===== config.mk =====
export PLATFORM = sky130hd
export DESIGN_NAME = hazard_unit_mc_flat
export DESIGN_NICKNAME = d
export VERILOG_FILES = /design/src/rtl/hazard_unit_mc_pkg.sv /design/src/rtl/hazard_unit_mc_if.sv /design/src/rtl/hazard_unit_mc_md_stall_fsm.sv /design/src/rtl/hazard_unit_mc.sv /design/src/flat_wrapper.sv
export SDC_FILE = /design/constraint.sdc
export NUM_CORES = 1
export LEC_CHECK = 0
export ABC_AREA = 0
export BUFFER_PORTS_ARGS = -buffer_cell sky130_fd_sc_hd__buf_2
export CAP_MARGIN = 20
export CORE_ASPECT_RATIO = 1.2
export CORE_MARGIN = 3
export CORE_UTILIZATION = 31
export DETAILED_ROUTE_END_ITERATION = 6
export PLACE_DENSITY = 0.66
export SYNTH_ARGS = -nofsm -noshare
export SYNTH_HDL_FRONTEND = slang
export SYNTH_HIERARCHICAL = 1
export SYNTH_SLANG_ARGS = --single-unit
export TNS_END_PERCENT = 100

===== constraint.sdc =====
create_clock -name clk -period 2.4 [get_ports clk]
set_clock_uncertainty 0.2 [all_clocks]
set_input_delay 0.12 -clock clk [delete_from_list [all_inputs] [get_ports clk]]
set_output_delay 0.12 -clock clk [all_outputs]
set_load 0.05 [all_outputs]

===== src/rtl/hazard_unit_mc_pkg.sv =====
// Shared types and constants for the multi-cycle hazard unit.
package hazard_unit_mc_pkg;

  typedef enum logic {
    IDLE = 1'b0,
    BUSY = 1'b1
  } mdState_t;

  localparam logic [1:0] FWD_RF     = 2'b00;
  localparam logic [1:0] FWD_WB     = 2'b01;
  localparam logic [1:0] FWD_MEM    = 2'b10;
  localparam logic [1:0] WBSEL_LOAD = 2'b00;

  // Memory-stage producer wins over writeback: it holds the younger value.
  function automatic logic [1:0] fwdPick(input logic hitM, input logic hitW);
    if (hitM)      return FWD_MEM;
    else if (hitW) return FWD_WB;
    else           return FWD_RF;
  endfunction

endpackage


===== src/rtl/hazard_unit_mc_if.sv =====
// Pipeline-to-hazard-unit signal bundle.
interface hazard_unit_mc_if #(
  parameter int REG_W = 5
);
  logic [REG_W-1:0] rs1D, rs2D;
  logic [REG_W-1:0] rs1E, rs2E, rdE;
  logic [REG_W-1:0] rdM, rdW;
  logic             regwriteM, regwriteW;
  logic [1:0]       wbselE;
  logic             pcsrcE, mdopE;
  logic             memreqM, memreadyM;
  logic             stallF, stallD, stallE, stallM;
  logic             flushD, flushE, flushM, flushW;
  logic [1:0]       forwardAE, forwardBE;
  logic             mdbusy;

  // Pipeline side: supplies stage information, consumes controls.
  modport master (
    output rs1D, rs2D, rs1E, rs2E, rdE, rdM, rdW, regwriteM, regwriteW,
           wbselE, pcsrcE, mdopE, memreqM, memreadyM,
    input  stallF, stallD, stallE, stallM, flushD, flushE, flushM, flushW,
           forwardAE, forwardBE, mdbusy
  );

  // Hazard unit side.
  modport slave (
    input  rs1D, rs2D, rs1E, rs2E, rdE, rdM, rdW, regwriteM, regwriteW,
           wbselE, pcsrcE, mdopE, memreqM, memreadyM,
    output stallF, stallD, stallE, stallM, flushD, flushE, flushM, flushW,
           forwardAE, forwardBE, mdbusy
  );
endinterface


===== src/rtl/hazard_unit_mc_md_stall_fsm.sv =====
// Mul/div occupancy tracker: holds Execute for MD_LAT-1 cycles per operation.
module md_stall_fsm
  import hazard_unit_mc_pkg::*;
#(
  parameter int MD_LAT = 4
) (
  input  logic clk,
  input  logic rst,
  input  logic mdop,
  input  logic memstall,
  output logic mdstall,
  output logic mdbusy
);

  localparam int CNT_W = $clog2(MD_LAT) + 1;
  localparam bit MULTI = (MD_LAT > 1);
  // First stall cycle happens in IDLE, so BUSY needs MD_LAT-2 more.
  localparam logic [CNT_W-1:0] CNT_LOAD = CNT_W'(MULTI ? MD_LAT - 2 : 0);

  mdState_t         stateReg;
  logic [CNT_W-1:0] cntReg;
  logic             mdbusyReg;

  // State, counter and busy flag advance together; a memory stall freezes all of them.
  always_ff @(posedge clk) begin
    if (rst) begin
      stateReg  <= IDLE;
      cntReg    <= '0;
      mdbusyReg <= 1'b0;
    end else if (!memstall) begin
      case (stateReg)
        IDLE: begin
          if (MULTI && mdop) begin
            stateReg  <= BUSY;
            cntReg    <= CNT_LOAD;
            mdbusyReg <= 1'b1;
          end
        end
        BUSY: begin
          if (cntReg != '0) begin
            cntReg <= cntReg - CNT_W'(1);
          end else begin
            stateReg  <= IDLE;
            mdbusyReg <= 1'b0;
          end
        end
        default: begin
          stateReg  <= IDLE;
          mdbusyReg <= 1'b0;
        end
      endcase
    end
  end

  // Stall starts the same cycle the op appears in Execute; reset masks it.
  always_comb begin
    mdstall = 1'b0;
    if (!rst) begin
      if (stateReg == IDLE) mdstall = MULTI && mdop && !memstall;
      else                  mdstall = (cntReg != '0);
    end
  end

  assign mdbusy = mdbusyReg;

endmodule


===== src/rtl/hazard_unit_mc.sv =====
// Hazard unit: operand forwarding plus prioritised stall/flush generation.
module hazard_unit_mc
  import hazard_unit_mc_pkg::*;
#(
  parameter int REG_W  = 5,
  parameter int MD_LAT = 4
) (
  input logic             clk,
  input logic             rst,
  hazard_unit_mc_if.slave hz
);

  logic [1:0] fwdSel [2];
  logic [REG_W-1:0] srcE [2];
  logic memstall, lwstall, mdstall;

  assign srcE[0] = hz.rs1E;
  assign srcE[1] = hz.rs2E;

  // One forwarding mux select per Execute source operand.
  generate
    for (genvar gi = 0; gi < 2; gi++) begin : gFwd
      always_comb begin
        fwdSel[gi] = fwdPick(hz.regwriteM && (hz.rdM != '0) && (srcE[gi] == hz.rdM),
                             hz.regwriteW && (hz.rdW != '0) && (srcE[gi] == hz.rdW));
      end
    end
  endgenerate

  assign hz.forwardAE = fwdSel[0];
  assign hz.forwardBE = fwdSel[1];

  assign memstall = hz.memreqM & ~hz.memreadyM;
  assign lwstall  = (hz.wbselE == WBSEL_LOAD) && (hz.rdE != '0) &&
                    ((hz.rs1D == hz.rdE) || (hz.rs2D == hz.rdE));

  md_stall_fsm #(.MD_LAT(MD_LAT)) uMdFsm (
    .clk      (clk),
    .rst      (rst),
    .mdop     (hz.mdopE),
    .memstall (memstall),
    .mdstall  (mdstall),
    .mdbusy   (hz.mdbusy)
  );

  // Highest-priority hazard decides; a pending redirect is held off while anything stalls Execute.
  always_comb begin
    hz.stallF = 1'b0;
    hz.stallD = 1'b0;
    hz.stallE = 1'b0;
    hz.stallM = 1'b0;
    hz.flushD = 1'b0;
    hz.flushE = 1'b0;
    hz.flushM = 1'b0;
    hz.flushW = 1'b0;
    if (memstall) begin
      hz.stallF = 1'b1;
      hz.stallD = 1'b1;
      hz.stallE = 1'b1;
      hz.stallM = 1'b1;
      hz.flushW = 1'b1;
    end else if (mdstall) begin
      hz.stallF = 1'b1;
      hz.stallD = 1'b1;
      hz.stallE = 1'b1;
      hz.flushM = 1'b1;
    end else if (lwstall) begin
      hz.stallF = 1'b1;
      hz.stallD = 1'b1;
      hz.flushE = 1'b1;
      hz.flushD = hz.pcsrcE;
    end else begin
      hz.flushD = hz.pcsrcE;
      hz.flushE = hz.pcsrcE;
    end
  end

endmodule


===== src/flat_wrapper.sv =====
// flat-port wrapper written by rule: the top's interface ports become plain ports
module hazard_unit_mc_flat import hazard_unit_mc_pkg::*;
#(
  parameter int REG_W  = 5,
  parameter int MD_LAT = 4
)
  (clk, rst, hz_rs1D, hz_rs2D, hz_rs1E, hz_rs2E, hz_rdE, hz_rdM, hz_rdW, hz_regwriteM, hz_regwriteW, hz_wbselE, hz_pcsrcE, hz_mdopE, hz_memreqM, hz_memreadyM, hz_stallF, hz_stallD, hz_stallE, hz_stallM, hz_flushD, hz_flushE, hz_flushM, hz_flushW, hz_forwardAE, hz_forwardBE, hz_mdbusy);
  hazard_unit_mc_if #(.REG_W(REG_W)) hz_i ();
  input logic clk;
  input logic rst;
  input wire logic [$bits(hz_i.rs1D)-1:0] hz_rs1D;
  input wire logic [$bits(hz_i.rs2D)-1:0] hz_rs2D;
  input wire logic [$bits(hz_i.rs1E)-1:0] hz_rs1E;
  input wire logic [$bits(hz_i.rs2E)-1:0] hz_rs2E;
  input wire logic [$bits(hz_i.rdE)-1:0] hz_rdE;
  input wire logic [$bits(hz_i.rdM)-1:0] hz_rdM;
  input wire logic [$bits(hz_i.rdW)-1:0] hz_rdW;
  input wire logic [$bits(hz_i.regwriteM)-1:0] hz_regwriteM;
  input wire logic [$bits(hz_i.regwriteW)-1:0] hz_regwriteW;
  input wire logic [$bits(hz_i.wbselE)-1:0] hz_wbselE;
  input wire logic [$bits(hz_i.pcsrcE)-1:0] hz_pcsrcE;
  input wire logic [$bits(hz_i.mdopE)-1:0] hz_mdopE;
  input wire logic [$bits(hz_i.memreqM)-1:0] hz_memreqM;
  input wire logic [$bits(hz_i.memreadyM)-1:0] hz_memreadyM;
  output wire logic [$bits(hz_i.stallF)-1:0] hz_stallF;
  output wire logic [$bits(hz_i.stallD)-1:0] hz_stallD;
  output wire logic [$bits(hz_i.stallE)-1:0] hz_stallE;
  output wire logic [$bits(hz_i.stallM)-1:0] hz_stallM;
  output wire logic [$bits(hz_i.flushD)-1:0] hz_flushD;
  output wire logic [$bits(hz_i.flushE)-1:0] hz_flushE;
  output wire logic [$bits(hz_i.flushM)-1:0] hz_flushM;
  output wire logic [$bits(hz_i.flushW)-1:0] hz_flushW;
  output wire logic [$bits(hz_i.forwardAE)-1:0] hz_forwardAE;
  output wire logic [$bits(hz_i.forwardBE)-1:0] hz_forwardBE;
  output wire logic [$bits(hz_i.mdbusy)-1:0] hz_mdbusy;
  assign hz_i.rs1D = hz_rs1D;
  assign hz_i.rs2D = hz_rs2D;
  assign hz_i.rs1E = hz_rs1E;
  assign hz_i.rs2E = hz_rs2E;
  assign hz_i.rdE = hz_rdE;
  assign hz_i.rdM = hz_rdM;
  assign hz_i.rdW = hz_rdW;
  assign hz_i.regwriteM = hz_regwriteM;
  assign hz_i.regwriteW = hz_regwriteW;
  assign hz_i.wbselE = hz_wbselE;
  assign hz_i.pcsrcE = hz_pcsrcE;
  assign hz_i.mdopE = hz_mdopE;
  assign hz_i.memreqM = hz_memreqM;
  assign hz_i.memreadyM = hz_memreadyM;
  assign hz_stallF = hz_i.stallF;
  assign hz_stallD = hz_i.stallD;
  assign hz_stallE = hz_i.stallE;
  assign hz_stallM = hz_i.stallM;
  assign hz_flushD = hz_i.flushD;
  assign hz_flushE = hz_i.flushE;
  assign hz_flushM = hz_i.flushM;
  assign hz_flushW = hz_i.flushW;
  assign hz_forwardAE = hz_i.forwardAE;
  assign hz_forwardBE = hz_i.forwardBE;
  assign hz_mdbusy = hz_i.mdbusy;
  hazard_unit_mc #(.REG_W(REG_W), .MD_LAT(MD_LAT)) u_core (.clk(clk), .rst(rst), .hz(hz_i));
endmodule

* Word-level counts from Yosys, hierarchy flattened
Index checks and enable logic that the tools add are counted.
Storage, ports and cells: flip-flop bits (word level) 5, latch bits 0, bits in writable memories 0, ROM bits 0, output and inout port bits 13, word-level logic and storage cells 62, memories 0
Cells by class: add/sub/neg operators 1, $mul 0, divide/modulo/power cells 0, magnitude comparators 0, eq/ne operators 9, shift operators 0, mux-type cells 27, bitwise logic cells 4, reduce and logical (&&, ||, !) cells 18
Operators by type and width (count):
- $eq 5x5->1 | 6
- $mux 1 | 20
- $reduce_bool 5->1 | 3
- $logic_and 1x1->1 | 9
- $mux 3 | 2
- $pmux 3 s2 | 1
- $reduce_and 3->1 | 2
- $mux 2 | 2
- $ne 2x2->1 const B | 2
- $pmux 1 s2 | 2
- $not 1->1 | 3
- $reduce_bool 3->1 | 1
- $sub 3x1->3 const B | 1
- $logic_not 2->1 | 1
- $ne 2x1->1 const B | 1
- $and 1x1->1 | 1
- $logic_not 1->1 | 1
- $logic_or 1x1->1 | 1

* Longest topological paths before layout
Gate-level depths: netlist of run 1.
word-level depth 8, gate-level depth with buffers 8, depth with buffers taken out 8

* Hierarchy
The synthesis of run 1 kept the hierarchy.
Modules (own cells, without submodules):
- hazard_unit_mc | times used 1, cells an instance 59, area each 457.9 um2, sequential area each 0.0 um2
- md_stall_fsm | times used 1, cells an instance 34, area each 279.0 um2, sequential area each 100.1 um2

* Worst setup path after synthesis of run 1
No wires, ideal clock.
kind input to output, start in hz_memreqM, end out hz_flushE, data arrival time 2.767 ns, data required time 2.080 ns, setup slack -0.687 ns, cell stages on the path 7, buffers on the path 0, path through nor2b_1 nor2b_1 nand2b_2 a21oi_1 nor2_1 or4b_1 o21bai_1
Between the ends: longest elaborated chain between the ends 7
RTL lines:
- from (decl) | line flat_wrapper.sv:23 | input wire logic [$bits(hz_i.memreqM)-1:0] hz_memreqM;
- $and 1x1->1 | line hazard_unit_mc.sv:33 | assign memstall = hz.memreqM & ~hz.memreadyM;
- $logic_not 1->1
- $logic_and 1x1->1 | line hazard_unit_mc_md_stall_fsm.sv:59 | if (stateReg == IDLE) mdstall = MULTI && mdop && !memstall;
- $mux 1 | line hazard_unit_mc_md_stall_fsm.sv:59
- $mux 1 | line hazard_unit_mc_md_stall_fsm.sv:58 | if (!rst) begin
- net u_core.mdstall | line hazard_unit_mc.sv:15 | logic memstall, lwstall, mdstall;
- $mux 1 | line hazard_unit_mc.sv:62 | end else if (mdstall) begin
- $mux 1 | line hazard_unit_mc.sv:56 | if (memstall) begin
- to (decl) | line flat_wrapper.sv:30 | output wire logic [$bits(hz_i.flushE)-1:0] hz_flushE;
The timed path passes the listed nets, and every way through them passes these cells.

* Worst setup path in the final report of run 1
start reg u_core.uMdFsm.cntReg[0], end out hz_flushE
Between the ends: longest elaborated chain between the ends 5
RTL lines:
- from (decl) | line hazard_unit_mc_md_stall_fsm.sv:21 | logic [CNT_W-1:0] cntReg;
- from (signal assigned) | line hazard_unit_mc_md_stall_fsm.sv:41 | cntReg <= cntReg - CNT_W'(1);
- $reduce_bool 3->1 | line hazard_unit_mc_md_stall_fsm.sv:60 | else mdstall = (cntReg != '0);
- $mux 1 | line hazard_unit_mc_md_stall_fsm.sv:59
- $mux 1 | line hazard_unit_mc_md_stall_fsm.sv:58
- net u_core.mdstall | line hazard_unit_mc.sv:15
- $mux 1 | line hazard_unit_mc.sv:62
- $mux 1 | line hazard_unit_mc.sv:56
The timed path passes the listed nets, and every way through them passes these cells.

==> flow_summary.ini, run 1 <==
[sta]
rsz0062_at_grt = true
hold_violations = 0
tightest_slew_ns = 0.427
min_period_ns = 2.33
period_share_pct = 97.3
finalSetupTns_ns = 0
drv_slew = 0
slew_headroom_pct = 71.2
setup_viol = 0
fmax_ghz = 0.428

[global_route]
grt_pass1_vias = 823
grt_pass1_wl_um = 3280
grtUsageTotal_pct = 14.1
antenna_found_initial = 0
grt_max_degree = 11
grt_overflow = 0

[final_layout]
diodes = 0
design_area_mm2 = 0.00115
syn_to_final_growth_pct = 56.4
layout_commonest_cell = buf_2
nNetsFinal = 204
final_cell_mix = buf_2, xor2_1, xnor2_1
finalNonFillerCells = 186
drive_gt1_share_pct = 50.6

[power_and_ir_drop]
p_int_uw = 254
total_power_uw = 439
p_seq_share_pct = 22.1
p_clk_share_pct = 23.9
combPwrFrac_pct = 53.9
power.net_switching_uw = 185
p_leak_nw = 0.548
switching_share_pct = 42.1
vdd.ir_drop.worst_uv = 315
p_per_area_mw_per_mm2 = 381

[die]
num_io_pins = 58
fp.coreArea_mm2 = 0.00216
die_w_um = 50.5
die_h_um = 59.4
initial_core_util_pct = 34.1
dieArea_mm2 = 0.00300
rows = 18

[clock_network]
clock-sinks = 5
cts_buffer_depth = 2
clkTransAtPathRegs_ns = 0.05
insertion_delay_ns = 0.26
cts_buffers = 3
cts-htree-levels = 1
clockRootBuffer = clkbuf_4
cts_tree = built

[flow_run]
drv_cap = 0

[placed_design]
gp_congestion = 0.786
io_buffers = 57
dpl.hpwl_um = 1900
dpl_cell_area_mm2 = 0.00106
place_inst = 179

[logic_synthesis]
synth_cell_types = 29
ys_warn_count = 6
seq_area_frac_synth_pct = 13.6
synth_cells = 93
synth-seq-cells = 5
netlist_area_um2 = 737
syn_avg_cell_area_um2 = 7.92
synthesis.nets = 140

[critical_path]
startpoint_type = register
cp-end-kind = output port
cp.required_ns = 2.08
cp_max_fo = 3
cp_data_arrival_time_ns = 2.01
critPathKind = reg2out

[drt]
vias = 878
drc = 0
wirelength_um = 2230
avgRoutedWirePerCell_um = 12.0
dr.first_iter.drc_count = 9
via_per_inst = 4.72
first_pass_iters = 4
antenna_left = 0

[status]
outcome = complete, no violations

[worst_hold_path]
hold_class = in2reg
-- worst max-delay path: stages (launching register included) --
cell      delay, ns
dfxtp_2        0.33
inv_2          0.08
ha_4           0.14
ha_4           0.12
nand2b_4       0.12
a21oi_2        0.07
nor2_2         0.12
or4b_1         0.44
o21bai_1       0.13
buf_4          0.21
-- power by group through the flow --
stage                     clock [mW]  sequential [mW]  combinational [mW]
after global routing           0.111           0.0979               0.258
after detailed placement           0           0.0977               0.218
after CTS                      0.112           0.0966               0.231
after global placement             0           0.0972               0.213
after floorplan                    0            0.101               0.135
final                          0.105           0.0973               0.237
-- flip-flops by register name (all words and copies together) (netlist names) --
| name | cells |
|---|---|
| u_core/uMdFsm/cntReg | 3 |
| u_core/uMdFsm/mdbusy | 1 |
| u_core/uMdFsm/stateReg | 1 |
-- cell families after synthesis --
| kind of cell | count (synthesis) | share of synthesized area [%] |
|---|---|---|
| buffers and inverters | 7 | 5.60 |
| XOR/XNOR | 30 | 35.7 |
| AO/OA/AOI/OAI | 16 | 14.1 |
| AND/OR/NAND/NOR | 33 | 27.7 |
| flip-flops | 5 | 13.6 |
| adder cells (fa/ha/maj) | 2 | 3.40 |
-- final timing paths --
| kind | start | end | slack (ns) | cells after the start |
|---|---|---|---|---|
| setup reg to reg | u_core/uMdFsm/cntReg[1] | u_core/uMdFsm/cntReg[2] | 0.82 | 6 |
| hold / removal | hz_mdopE | u_core/uMdFsm/cntReg[0] | 0.02 | 4 |
| setup / recovery | u_core/uMdFsm/cntReg[0] | hz_flushE | 0.07 | 9 |
| hold reg to reg | u_core/uMdFsm/mdbusy | u_core/uMdFsm/mdbusy | 0.27 | 2 |
-- per-layer routing --
metal	wire length [µm]	track usage, %	vias up
met1	830	14.8	392
met4	34	8.85	0
met2	1270	26.9	27
met5	0	0	-
met3	97	1.01	6
li1	-	-	453
-- area by class of cell --
cell class              instances  area [µm²]
fillers                       223        1010
well taps                      30        37.5
flip-flops and latches          5         101
multi-input cells              81         644
repair buffers                 62         328
clock buffers                   4        26.3
inverters                       4        15.0
-- stage by stage --
stage          worst slack (ns)  hold slack, ns  utilization, %
2_1_floorplan            -0.405         -0.0109               -
3_3_place_gp              0.184           0.166            49.0
3_5_place_dp              0.122           0.166            49.0
4_1_cts                  0.0113         0.00959            52.3
5_1_grt                 -0.0313          0.0618            53.3
6_report                 0.0654          0.0170            53.3
-- cells in the mapped netlist, drive strengths merged --
| library cell | count | area, µm² |
|---|---|---|
| xor2 | 24 | 210 |
| xnor2 | 6 | 52.6 |
| a21oi | 5 | 25.0 |
| dfxtp | 5 | 100 |
| nor2 | 5 | 18.8 |
| or4 | 5 | 37.5 |
| inv | 4 | 15.0 |
| nand2 | 4 | 15.0 |
| nor4 | 4 | 37.5 |
| a31oi | 3 | 18.8 |
| buf | 3 | 26.3 |
| nand2b | 3 | 21.3 |
| nand3 | 3 | 15.0 |
| nor2b | 3 | 18.8 |
| o21bai | 3 | 22.5 |
| ha | 2 | 25.0 |
| nor3 | 2 | 10.0 |
| o21ai | 2 | 13.8 |
| a22oi | 1 | 7.51 |
| and2 | 1 | 6.26 |
| and3 | 1 | 7.51 |
| o21a | 1 | 7.51 |
| o41ai | 1 | 8.76 |
| or3 | 1 | 6.26 |
| or4b | 1 | 10.0 |
-- what timing repair did --
item                                    in CTS  in global routing
endpoints found under the setup margin       1                  1
buffers inserted                             1                  1
gates resized for setup                      6                  5
endpoints found under the hold margin        4                  0
hold buffers                                 1                  0
pin swaps                                    4                  3
Note: power is estimated with default switching activity, not from simulation.
==> run 2, diff against run 1 <==
ABC_AREA = 1   (was 0)
PLACE_DENSITY = unset   (was 0.66)
==> flow_summary.ini, run 2 <==
[clock_network]
insertion_delay_ns = 0.24
clock-sinks = 5
cts_buffer_depth = 2
post-cts-setup-buffers = 0
cts-htree-levels = 1
clockRootBuffer = clkbuf_4
cts_tree = built
clkTransAtPathRegs_ns = 0.05
cts_buffers = 3
cts_resized = 0

[logic_synthesis]
netlist_area_um2 = 828
async_flop_share_pct = 0
synth-edff-count = 0
ys.flop_type = dfxtp_1
yosys-top-cells-area = nand2_1, xnor2_1, dfxtp_1, nor2_1, inv_1
yosysMostFrequentCell = nand2_1
seq_area_frac_synth_pct = 12.1
synthesis.nets = 194
synth_top_area_share_pct = 18.1
ys_warn_count = 6
synth_cell_types = 20
synth-seq-cells = 5
yosysTopAreaCell = nand2_1
synthTopCellsByCount = nand2_1, nor2_1, inv_1, xnor2_1, nand3_1
syn_avg_cell_area_um2 = 5.63
synth_cells = 147

[die]
die_h_um = 62.6
num_io_pins = 58
initial_core_util_pct = 34.2
rows = 19
dieArea_mm2 = 0.00333
fp.coreArea_mm2 = 0.00242
die_w_um = 53.2

[final_layout]
final_cell_mix = buf_2, nand2_1, nor2_1
filler_cell_count = 268
multi_input_area_um2 = 614
largest_register_ffs = 3
nNetsFinal = 256
syn_to_final_growth_pct = 43.2
finalNonFillerCells = 239
layout_commonest_cell = buf_2
regArea_um2 = 100
drive_gt1_share_pct = 36.5
diodes = 0
design_area_mm2 = 0.00119
largest_register = u_core/uMdFsm/cntReg
utilization_pct = 48.9

[critical_path]
cp-startpoint = u_core/uMdFsm/cntReg[0]
rr_startpoint = u_core/uMdFsm/cntReg[0]
cp_max_fo = 4
critPathSlowestCell = dfxtp_1
cp.required_ns = 2.08
cp-end-kind = output port
cp_data_arrival_time_ns = 1.86
critPathMaxStageDelay_ns = 0.33
critPathKind = reg2out
startpoint_type = register
crit_chain = inv_1 > ha_1 > ha_1 > inv_1 > nand2_1 > a21oi_1 > nor2_4 > nand2_1 > buf_2

[sta]
period_share_pct = 90.8
fmax_ghz = 0.459
setup_viol = 0
tightest_slew_ns = 0.295
slew_headroom_pct = 80.1
min_period_ns = 2.18
finalSetupTns_ns = 0
timing.hold.ws_ns = 0.0202
hold_violations = 0
timing.final.ws_setup_ns = 0.220
rsz0062_at_grt = false
drv_slew = 0

[placed_design]
dpl_cell_area_mm2 = 0.00114
place_inst = 233
place_ws_ns = 0.474
gp_congestion = 0.789
io_buffers = 57
dpl.hpwl_um = 1980

[global_route]
antenna_found_initial = 0
grt_pass1_wl_um = 3660
grt_overflow = 0
grtUsageTotal_pct = 13.9
grt_max_degree = 7
grt_pass1_vias = 966

[power_and_ir_drop]
total_power_uw = 445
p_leak_nw = 0.700
p_per_area_mw_per_mm2 = 375
vdd.ir_drop.worst_uv = 227

[drt]
antenna_left = 0
via_per_inst = 4.38
avgRoutedWirePerCell_um = 9.55
dr.first_iter.drc_count = 17
drc = 0
first_pass_iters = 5
vias = 1047
wirelength_um = 2280

[worst_hold_path]
hold_class = in2reg
min_from = hz_memreadyM

[status]
outcome = complete, no violations

[flow_run]
drv_cap = 0
[run 2: changes by cell type in the layout (fill, tap and decap cells not counted), moves of 6 or more]
| cell | change |
|---|---|
| nand2_1 | +36 |
| nor2_1 | +18 |
| inv_1 | +17 |
| xor2_1 | -16 |
| xnor2_1 | +8 |
| inv_2 | +6 |
| nand3_1 | +6 |
[run 2: critical path: cells and delay by family (launching register included)]
family / cells / cell delay [ns]
simple gates: 3 / 0.23
flops: 1 / 0.33
compound gates: 1 / 0.28
fa+ha+maj: 2 / 0.39
buf+inv: 3 / 0.39
[run 2: metal layers]
layer	vias up	part of all wire, %	global-route usage [%]
li1	563	-	-
met1	443	39	14.2
met2	41	53	27.3
met3	0	8.0	0.716
met4	0	0	5.75
met5	-	0	0
[run 2: kinds of logic after synthesis]
kind of cell             Yosys count  synth area share [%]
AO/OA/AOI/OAI                      8                  5.29
adder cells (fa/ha/maj)            2                  3.02
XOR/XNOR                          22                  23.3
buffers and inverters             29                  14.0
AND/OR/NAND/NOR                   81                  42.3
flip-flops                         5                  12.1
[run 2: power breakdown]
| part | internal, mW | total (mW) | switching [mW] |
|---|---|---|---|
| Combinational | 0.0936 | 0.248 | 0.155 |
| Sequential | 0.0917 | 0.0966 | 0.00488 |
| Clock | 0.0630 | 0.0997 | 0.0367 |
| Total | 0.248 | 0.445 | 0.196 |
[run 2: worst paths after layout]
check,end,slack (ns),cells past startpoint
worst max-delay path,hz_stallF,0.22,9
worst min-delay path,u_core/uMdFsm/stateReg,0.02,4
worst max register to register,u_core/uMdFsm/cntReg[1],0.79,7
worst min register to register,u_core/uMdFsm/cntReg[0],0.24,1
[run 2: final cells by class]
type,count,share of cell area [%]
inverter,27,8.54
sequential,5,8.44
timing repair buffer,59,25.7
tap,31,3.27
clock buffer,4,2.22
multi-input combinational,113,51.8
[run 2: timing repair]
action,4_1_cts,5_1_grt
hold endpoints to repair,4,0
hold buffers,2,0
setup endpoints to repair,0,0
==> run 3, diff against run 2 <==
PLACE_DENSITY = 0.66   (was unset)
clock period = 1.8 ns   (was 2.4 ns; I/O delays follow)
==> flow_summary.ini, run 3 (synthesis results as in run 2) <==
[sta]
min_period_ns = 1.86
setup_viol = 2
tightest_slew_ns = 0.260
fmax_ghz = 0.539
finalSetupTns_ns = -0.107
drv_slew = 0
slew_headroom_pct = 82.8
rsz0062_at_grt = true
period_share_pct = 103
timing.final.ws_setup_ns = -0.0559
hold_violations = 0

[critical_path]
crit_chain = inv_2 > ha_4 > ha_4 > inv_2 > nand2_2 > a21oi_4 > nor2_4 > nand2_2 > inv_1 > buf_6
critPathKind = reg2out
critPathMaxStageDelay_ns = 0.32
rr_startpoint = u_core/uMdFsm/cntReg[0]
cp_max_fo = 4
rr_worst_depth = 9
cp_data_arrival_time_ns = 1.57
startpoint_type = register
cp.required_ns = 1.51
cp-end-kind = output port
critPathSlowestCell = dfxtp_2
cp-startpoint = u_core/uMdFsm/cntReg[0]

[final_layout]
largest_register = u_core/uMdFsm/cntReg
utilization_pct = 54.3
design_area_mm2 = 0.00132
final_cell_mix = buf_2, nand2_1, nor2_1
nNetsFinal = 257
syn_to_final_growth_pct = 59.1
largest_register_ffs = 3
diodes = 0
filler_cell_count = 251
layout_commonest_cell = buf_2
drive_gt1_share_pct = 44.0

[global_route]
grt_max_degree = 7
grt_pass1_vias = 920
antenna_found_initial = 0
grtUsageTotal_pct = 14.1
grt_pass1_wl_um = 3630
grt_overflow = 0

[drt]
first_pass_iters = 3
antenna_left = 0
wirelength_um = 2280
avgRoutedWirePerCell_um = 9.48
vias = 1000
drc = 0
via_per_inst = 4.17
dr.first_iter.drc_count = 10

[power_and_ir_drop]
p_per_area_mw_per_mm2 = 490
total_power_uw = 645
vdd.ir_drop.worst_uv = 590
p_leak_nw = 0.725

[status]
outcome = finished, violations left
violations = negative setup slack

[placed_design]
dpl_cell_area_mm2 = 0.00117
gp_congestion = 0.811
io_buffers = 57
place_ws_ns = -0.0577
dpl.hpwl_um = 1910

[clock_network]
insertion_delay_ns = 0.24
clkTransAtPathRegs_ns = 0.04
cts_tree = built
clock-sinks = 5
cts-htree-levels = 1
cts_buffers = 3
clockRootBuffer = clkbuf_4
cts_buffer_depth = 2

[worst_hold_path]
hold_class = in2reg
hold-path-cell-count = 3
min_from = hz_mdopE

[flow_run]
drv_cap = 0

[die]
fp.coreArea_mm2 = 0.00242
num_io_pins = 58
dieArea_mm2 = 0.00333
die_w_um = 53.2
rows = 19
die_h_um = 62.6
initial_core_util_pct = 34.2
==> run 3: cell type report <==
cell class                 count  area (µm²)  area share, %
inverter                      27         101           7.69
tap                           31        38.8           2.94
clock buffer                   4        26.3           1.99
multi-input combinational    113         683           51.9
timing repair buffer          60         365           27.7
sequential                     5         103           7.79
==> run 3: metrics by stage <==
| stage | cells | hold slack, ns |
|---|---|---|
| after floorplan | 147 | -0.0409 |
| after global placement | 233 | 0.117 |
| after detailed placement | 233 | 0.107 |
| after CTS | 240 | 0.0241 |
| after global routing | 240 | 0.0499 |
| final | 240 | 0.0319 |
==> run 3: layer usage <==
metal / track usage [%] / up-vias / part of all wire, %
met5: 0 / - / 0
met4: 3.83 / 0 / 0
met3: 1.91 / 0 / 4.5
met2: 27.3 / 16 / 56
met1: 14.8 / 418 / 39
li1: - / 566 / -
==> run 3: path summary, 6_finish.rpt <==
check,slack (ns),end
max,-0.06,hz_flushD
min,0.03,u_core/uMdFsm/mdbusy
max reg2reg,0.39,u_core/uMdFsm/mdbusy
min reg2reg,0.22,u_core/uMdFsm/cntReg[0]
==> run 3: where the power goes <==
part	total, mW	internal, mW	switching [mW]
clock network	0.124	0.0835	0.0406
logic	0.390	0.165	0.225
registers	0.131	0.123	0.00738
==> run 3: timing repair <==
item / in CTS / in global routing
endpoints found under the hold margin: 2 / 0
resized for setup: 28 / 2
pin swaps: 8 / 0
buffers inserted: 1 / 0
endpoints found under the setup margin: 6 / 6
hold buffers: 2 / 0
cloned: 0 / 0
==> run 3: critical path, delay by kind of cell, from the launching register on <==
family	cells	cell delay (ns)
buffers and inverters	4	0.31
AO/OA/AOI/OAI	1	0.17
AND/OR/NAND/NOR	3	0.21
flip-flops	1	0.32
adder cells (fa/ha/maj)	2	0.30
